**config.mk**
```make
export PLATFORM = sky130hd
export DESIGN_NAME = utopia_phy_cell_source
export DESIGN_NICKNAME = d
export VERILOG_FILES = /design/src/rtl/utopia_phy_cell_source.sv
export SDC_FILE = /design/constraint.sdc
export NUM_CORES = 2
export LEC_CHECK = 0
export ABC_CLOCK_PERIOD_IN_PS = 13000
export CAP_MARGIN = 20
export CORE_MARGIN = 2
export CORE_UTILIZATION = 30
export DETAILED_ROUTE_END_ITERATION = 8
export PLACE_DENSITY_LB_ADDON = 0.08
export SETUP_SLACK_MARGIN = 0.15
export SYNTH_ARGS = -nofsm -noshare
export SYNTH_HDL_FRONTEND = slang
export SYNTH_SLANG_ARGS = --single-unit
```
**constraint.sdc**
```tcl
create_clock -name clk -period 13 [get_ports clk]
set_input_delay 2.6 -clock clk [delete_from_list [all_inputs] [get_ports clk]]
set_output_delay 2.6 -clock clk [all_outputs]
set_load 0.005 [all_outputs]
```
**src/rtl/utopia_phy_cell_source.sv**
```systemverilog
// Purpose: PHY-side Utopia L1 Rx cell source; buffers whole ATM cells from a byte stream, inserts HEC, sends octets.
// Latency: a cell becomes claimable one clock after its last byte is accepted; an enabled edge loads one octet onto rx_data.
// Backpressure: in_ready drops when every slot is committed or being sent; rx_en_n high freezes the transmit side.
//
// Ports:
//   clk, rst           rising-edge clock, asynchronous active-low reset
//   in_valid/in_sop/in_data/in_ready   byte-stream write side (in_sop marks byte 0)
//   rx_en_n/rx_data/rx_soc/rx_clav     Utopia Rx side (RxEnb*, RxData, RxSOC, RxClav)
//   cells_avail        complete cells not yet claimed by the transmitter
//   drop_pulse         one-cycle flag: a stray byte or an unfinished cell was thrown away
module utopia_phy_cell_source #(
  parameter int CELL_BYTES  = 53,
  parameter int DEPTH_CELLS = 4,
  parameter bit GEN_HEC     = 1'b1
) (
  input  logic                             clk,
  input  logic                             rst,
  input  logic                             in_valid,
  input  logic                             in_sop,
  input  logic [7:0]                       in_data,
  output logic                             in_ready,
  input  logic                             rx_en_n,
  output logic [7:0]                       rx_data,
  output logic                             rx_soc,
  output logic                             rx_clav,
  output logic [$clog2(DEPTH_CELLS+1)-1:0] cells_avail,
  output logic                             drop_pulse
);

  localparam int SW = $clog2(DEPTH_CELLS);
  localparam int IW = $clog2(CELL_BYTES);
  localparam int CW = $clog2(DEPTH_CELLS + 1);
  localparam int AW = $clog2(DEPTH_CELLS * CELL_BYTES);
  localparam logic [IW-1:0] LAST    = IW'(CELL_BYTES - 1);
  localparam logic [IW-1:0] HEC_IDX = IW'(4);
  localparam logic [CW:0]   DEPTH_V = (CW+1)'(DEPTH_CELLS);

  // One step of CRC-8, polynomial x^8+x^2+x+1, MSB first.
  function automatic logic [7:0] crc8_step(input logic [7:0] crc, input logic [7:0] d);
    logic [7:0] c;
    c = crc ^ d;
    for (int i = 0; i < 8; i++) begin
      c = c[7] ? ((c << 1) ^ 8'h07) : (c << 1);
    end
    return c;
  endfunction

  typedef enum logic {IDLE, SEND} state_t;

  logic [7:0]    mem [DEPTH_CELLS*CELL_BYTES];

  // write side
  logic          wr_open;
  logic [SW-1:0] wr_slot;
  logic [IW-1:0] wr_idx;
  logic [7:0]    crc;
  logic          accept, commit, wr_en;
  logic [IW-1:0] wr_pos;
  logic [7:0]    wr_byte;
  logic [AW-1:0] wr_addr;

  // read side
  state_t        state, state_n;
  logic [IW-1:0] idx, idx_n;
  logic          hold, hold_n;      // slot still owned by the transmitter
  logic [SW-1:0] rd_slot, rd_slot_n;
  logic [7:0]    rx_data_n;
  logic          rx_soc_n;
  logic          claim;
  logic [AW-1:0] rd_addr;
  logic [7:0]    rd_byte;
  logic [CW:0]   occupied;

  // The slot being filled is not counted: it was reserved when its first byte
  // was accepted, so the cell in progress can always be finished.
  assign occupied = {1'b0, cells_avail} + {{CW{1'b0}}, hold};
  assign in_ready = wr_open | (occupied < DEPTH_V);
  assign rx_clav  = (cells_avail != '0);

  always_comb begin
    accept  = in_valid & in_ready;
    wr_en   = accept & (in_sop | wr_open);
    wr_pos  = in_sop ? '0 : wr_idx;
    commit  = accept & ~in_sop & wr_open & (wr_idx == LAST);
    wr_byte = in_data;
    if (GEN_HEC && !in_sop && wr_idx == HEC_IDX) begin
      wr_byte = crc ^ 8'h55;
    end
    wr_addr = AW'(wr_slot) * AW'(CELL_BYTES) + AW'(wr_pos);
  end

  always_ff @(posedge clk) begin
    if (wr_en) begin
      mem[wr_addr] <= wr_byte;
    end
  end

  always_ff @(posedge clk or negedge rst) begin
    if (!rst) begin
      wr_open    <= 1'b0;
      wr_slot    <= '0;
      wr_idx     <= '0;
      crc        <= '0;
      drop_pulse <= 1'b0;
    end else begin
      // sop over an open cell abandons it; a non-sop byte with no open cell is stray
      drop_pulse <= accept & (in_sop ? wr_open : ~wr_open);
      if (accept) begin
        if (in_sop) begin
          wr_open <= 1'b1;
          wr_idx  <= IW'(1);
          crc     <= crc8_step(8'h00, in_data);
        end else if (wr_open) begin
          if (wr_idx < HEC_IDX) begin
            crc <= crc8_step(crc, in_data);
          end
          if (wr_idx == LAST) begin
            wr_open <= 1'b0;
            wr_idx  <= '0;
            wr_slot <= wr_slot + 1'b1;
          end else begin
            wr_idx <= wr_idx + 1'b1;
          end
        end
      end
    end
  end

  // idx is zero whenever no slot is held, so rd_addr then points at byte 0 of
  // the oldest committed cell, ready for a claim.
  always_comb begin
    state_n   = state;
    idx_n     = idx;
    hold_n    = hold;
    rd_slot_n = rd_slot;
    rx_data_n = rx_data;
    rx_soc_n  = rx_soc;
    claim     = 1'b0;
    rd_addr   = AW'(rd_slot) * AW'(CELL_BYTES) + AW'(idx);
    rd_byte   = mem[rd_addr];
    case (state)
      IDLE: begin
        if (!rx_en_n) begin
          if (cells_avail != '0) begin
            claim     = 1'b1;
            rx_data_n = rd_byte;
            rx_soc_n  = 1'b1;
            idx_n     = IW'(1);
            hold_n    = 1'b1;
            state_n   = SEND;
          end else begin
            rx_soc_n = 1'b0;
          end
        end
      end
      SEND: begin
        if (!rx_en_n) begin
          if (hold) begin
            rx_data_n = rd_byte;
            rx_soc_n  = 1'b0;
            if (idx == LAST) begin
              hold_n    = 1'b0;
              idx_n     = '0;
              rd_slot_n = rd_slot + 1'b1;
            end else begin
              idx_n = idx + 1'b1;
            end
          end else if (cells_avail != '0) begin
            claim     = 1'b1;
            rx_data_n = rd_byte;
            rx_soc_n  = 1'b1;
            idx_n     = IW'(1);
            hold_n    = 1'b1;
          end else begin
            rx_soc_n = 1'b0;
            state_n  = IDLE;
          end
        end
      end
      default: state_n = IDLE;
    endcase
  end

  always_ff @(posedge clk or negedge rst) begin
    if (!rst) begin
      state       <= IDLE;
      idx         <= '0;
      hold        <= 1'b0;
      rd_slot     <= '0;
      rx_data     <= '0;
      rx_soc      <= 1'b0;
      cells_avail <= '0;
    end else begin
      state       <= state_n;
      idx         <= idx_n;
      hold        <= hold_n;
      rd_slot     <= rd_slot_n;
      rx_data     <= rx_data_n;
      rx_soc      <= rx_soc_n;
      cells_avail <= cells_avail + CW'(commit) - CW'(claim);
    end
  end

endmodule
```
=== Word level (Yosys, flattened, before mapping) ===
Memory sizes are Yosys's and may differ from the RTL's.
Index checks and enable logic that the tools add are counted.

* Flip-flop bits (word level): 40
* Memories kept: 1
* Input port bits: 13
* Bits in writable memories: 1696
* Word-level logic and storage cells: 131

{| class="wikitable"
|+ Memories
! name !! depth !! bits a word !! rd ports !! clocked after memory_dff !! write ports !! line !! RTL
|-
| mem || 212 || 8 || 1 || 0 || 1 || 50 || <nowiki>logic [7:0] mem [DEPTH_CELLS*CELL_BYTES];</nowiki>
|}

* Bitwise gates (word level): 30
* Order comparisons: 2
* Add/subtract/negate cells: 9
* $mul: 2
* Reductions and logical operators: 11
* Equal/unequal tests: 6
* Muxes and demuxes: 58

{| class="wikitable"
|+ Operators with widths
! kind !! number
|-
| two-way mux 8 bit || 8
|-
| two-way mux 6 bit || 9
|-
| two-way mux 3 bit || 16
|-
| NOT 3 bit || 16
|-
| two-way mux 1 bit || 19
|-
| adder 8 x 6 -> 8 bit || 2
|-
| multiplier 2 x 6 -> 8 bit (second input constant) || 2
|-
| case mux 8 bit (2 select lines) || 1
|-
| adder 6 x 1 -> 6 bit (second input constant) || 2
|-
| == test 6 bit (second input constant) || 2
|-
| case mux 6 bit (2 select lines) || 1
|-
| case mux 1 bit (2 select lines) || 4
|-
| AND reduction 4 bit || 2
|-
| XOR 8 bit || 1
|-
| AND 1 bit || 6
|-
| == test 6 x 3 -> 1 bit (second input constant) || 1
|-
| less-than comparator 6 x 3 -> 1 bit (second input constant) || 1
|-
| inequality test 2 bit (second input constant) || 3
|-
| AND reduction 3 bit || 2
|-
| adder 2 x 1 -> 2 bit (second input constant) || 2
|-
| adder 3 x 1 -> 4 bit || 1
|-
| less-than comparator 4 x 3 -> 1 bit (second input constant) || 1
|-
| NOT 1 bit || 4
|-
| NOT 4 bit || 1
|-
| 8 further kinds || 11
|}

=== Longest topological paths before layout ===
* Depth after elaboration: 20
* Gate-level depth with buffers: 15
* Depth with buffers taken out: 13

=== Worst setup path after synthesis ===
No wires, ideal clock.

* Path type: input-to-reg
* Start point: input port in_sop
* End point: memory mem[0][0] (data pin)
* Slack: -0.167 ns
* Buffers on the path: 1
* Arrival: 11.318 ns
* Required time: 11.152 ns
* Stages on the path: 4
* Cell sequence: nor2b_1 > nand3_1 > clkbuf_1 > o21ai_0

* Longest elaborated chain between the ends: 3

{| class="wikitable"
|+ Ends and longest elaborated chain
! item !! line !! RTL
|-
| from (decl) || 19 || <nowiki>input logic in_sop,</nowiki>
|-
| logical NOT 1 bit || 86 || <nowiki>if (GEN_HEC && !in_sop && wr_idx == HEC_IDX) begin</nowiki>
|-
| logical AND 1 bit || 86 ||
|-
| two-way mux 8 bit || 86 ||
|-
| via wr_byte[0] || 59 || <nowiki>logic [7:0] wr_byte;</nowiki>
|-
| to (decl) || 50 ||
|}

The timed path passes the listed nets, and every way through them passes these cells.

=== Final worst setup path ===
* Start point: input port in_sop
* End point: memory mem[87][1] (enable)

* Longest elaborated chain between the ends: 4
* Elaborated cells on any way between the ends: 6

{| class="wikitable"
|+ Ends and longest elaborated chain
! item
|-
| parallel branches: the longest is 4 deep, another holds adder 8 x 6 -> 8 bit
|}

Parallel ways; which one is timed is not known.

==> metrics.csv <==
metric,value,unit
routed vias/inst,5.13,
Setup Buffers After CTS,0,
Crit Reg-Reg Startpoint,rd_slot[0]$_DFFE_PN0P_,
Initial Utilization,0.301,
PortBufs,27,
YS warnings,0,
"Net Count, Synth",3464,
Cell Count Post-Placement,6358,
"Core Util, Final",0.345,
CP Launch Type,input pin,
WP data required,13.44,ns
sequential-to-total area share from yosys stat,0.752,
clk root buf,clkbuf_16,
initial antenna violation count,7,
routed via count,34506,
element type at the critical path end,flip-flop,
Yosys cell types,69,
total of max-cap violations,0,
total CTS buffers,189,
HP Class,flip-flop to flip-flop,
setup TNS,0,ns
dominant synthesized flop cell,edfxtp_1,
Rel. slew slack,0.0644,
WL/cell,31.9,um
post-CTS resize count,0,
I/O pins,28,
clock sink count,1736,
Placeable Area,0.229,sq mm
Hold Crit Start,rx_soc$_DFFE_PN0P_,
Final setup viols,0,
grt ovf,0,
Fmax,151,MHz
row cnt,176,
top cell type's share of synthesized area,0.738,
Final Non-Filler Cells,6721,
hold buffer count at cts,0,
Peak VDD IR,0.000164,V
largest net degree at the start of global routing,153,
Reg2Reg Setup Slack,7.30,ns
clock transition at the registers of the reported paths,0.06,ns
status,completed,
Critical R2R Capture,rx_data[1]$_DFFE_PN0P_,
crit path time final,6.60,ns
RSZ-0062 raised after global routing,false,
Clock Skew,0.0423,ns
Cells after Synth,3414,
WHS Path Cells,1,
Pleak,0.0246,uW
Pwr Density,211,mW/mm^2
CTS tree,built,
vias in the first global route,35749,
DRT antenna net count,0,
clock latency on the worst-skew pair,0.84,ns
CTS Buffer Depth,3,
die area,0.234,sq mm
synth top area cells,"edfxtp_1 (74%), mux4_2 (14%), nor2_1 (1.6%)",
layout cells sized above 1,0.230,
Die W,484,um
syn_area_per_cell,20.2,sq um
crit share post-route,0.508,
Area Growth Syn to Fin,14.8,%
ys async rst share,0.0230,
H-tree depth,4,
Slew @ Worst Pin,1.40,ns
Final Hold Vio Count,0,
drt first pass iters,5,
wire length of the first global-routing pass,298000,um
Total GRT Usage,0.182,
max-slew violation count,0,
CP max FO,22,
kind of critical path,input pin to flip-flop,
# nets final,3578,
WP data arrival,7.05,ns
DP HPWL,131000,um
"EDFF count, synth",1696,
Yosys reg bits,1736,
# DRC,0,
initial drt markers,3564,
worst min-delay path endpoint,rx_soc$_DFFE_PN0P_,
worst reg2reg path depth,10,
Die Ht,484,um
"Cell Area, Synth",0.0690,sq mm
final wirelength,214000,um
gpl congestion,0.787,
Yosys top cell by area,edfxtp_1,
## cell usage after synthesis, types with 34 or more instances
cell	number
nor2_1	298
a22oi_1	36
xnor2_1	34
mux4_2	432
nand2_1	160
nor3_1	44
o21ai_0	47
dfrtp_1	40
mux2i_1	72
edfxtp_1	1696
clkbuf_1	74
buf_2	52
## cell type report
type / count / area (sq um)
clock buffer: 238 / 5010
fill: 21332 / 150000
antenna: 6 / 15.0
timing repair buffer: 111 / 1040
multi-input combinational: 1466 / 16200
tap: 3026 / 3790
sequential: 1736 / 51900
clock inverter: 114 / 1130
inverter: 24 / 90.1
## logic make-up after synthesis
kind of cell	Yosys count	share of synthesized area
flops	1736	0.752
buf+inv	212	0.0161
xor+xnor	50	0.00667
compound gates	245	0.0249
fa+ha+maj	37	0.00725
mux	529	0.156
simple gates	605	0.0371
## placed cells by master, fill, tap and decap left out, types with 6 or more instances in the layout
cell	n
inv_1	22
nand3_1	31
nor2b_1	12
diode_2	6
a21o_1	6
clkinvlp_4	13
clkdlybuf4s50_1	26
edfxtp_1	1696
nor3_1	44
dfrtp_1	40
clkinv_4	7
o21ai_0	43
a21oi_1	30
bufinv_16	17
and3_1	9
clkbuf_1	44
a211oi_1	11
nor2_1	292
buf_12	11
clkinv_1	35
and2_1	7
clkbuf_16	193
mux4_2	432
xor2_1	12
inv_6	9
a22oi_1	36
mux2i_1	72
mux2_2	21
a31oi_1	24
clkinv_2	28
buf_4	68
nor2_2	6
ha_1	30
o22ai_1	17
nor4_1	6
nand4_1	19
nand2_1	160
xnor2_1	32
a221oi_1	12
## worst max-delay path: stages
cell	delay (ns)
clkdlybuf4s50_1	0.45
buf_4	0.25
nor2_1	0.07
ha_1	0.28
ha_1	0.22
fa_1	0.50
a21oi_1	0.23
nor2_1	0.07
nor2_1	0.25
o21bai_1	0.13
a21o_1	0.21
nor2_1	0.22
nand2_1	0.69
nor2_1	0.84
## registers in the layout, indices dropped and copies added (netlist names), 2 cells and up
| name | count |
|---|---|
| wr_idx | 6 |
| cells_avail | 3 |
| crc | 8 |
| rd_slot | 2 |
| rx_data | 8 |
| idx | 6 |
| wr_slot | 2 |
| mem | 1696 |
## stage by stage
step	instance area (sq um)	hold slack [ns]	total power [uW]	worst slack (ns)
4_1_cts	79100	0.501	17000	6.34
3_5_place_dp	73000	0.488	11600	5.44
5_1_grt	79200	0.516	17300	6.03
6_report	79200	0.505	16700	6.40
2_1_floorplan	69000	0.477	9770	-0.167
3_3_place_gp	73000	0.468	11600	5.33
## metal layers
metal  GRT usage  vias up  part of all wire
met5           0        -          0.000084
met4      0.0456        2             0.023
met3      0.0312      260             0.053
met2       0.296     1101              0.48
met1       0.252    18868              0.44
li1            -    14275                 -
## report_power, final
part / switching [uW] / internal [uW]
Sequential: 87.3 / 6240
Combinational: 3010 / 2060
Clock: 2270 / 3080
Total: 5360 / 11400
## worst max path at each step
stage           start                    end  cells after the start
3_5_place_dp   in_sop   mem[87][2]$_DFFE_PP_                     14
5_1_grt        in_sop   mem[59][1]$_DFFE_PP_                     14
4_1_cts        in_sop   mem[87][1]$_DFFE_PP_                     14
2_1_floorplan  in_sop    mem[0][0]$_DFFE_PP_                      4
3_3_place_gp   in_sop  mem[111][4]$_DFFE_PP_                     14
6_report       in_sop   mem[87][1]$_DFFE_PP_                     14
(Power assumes the default switching activity.)
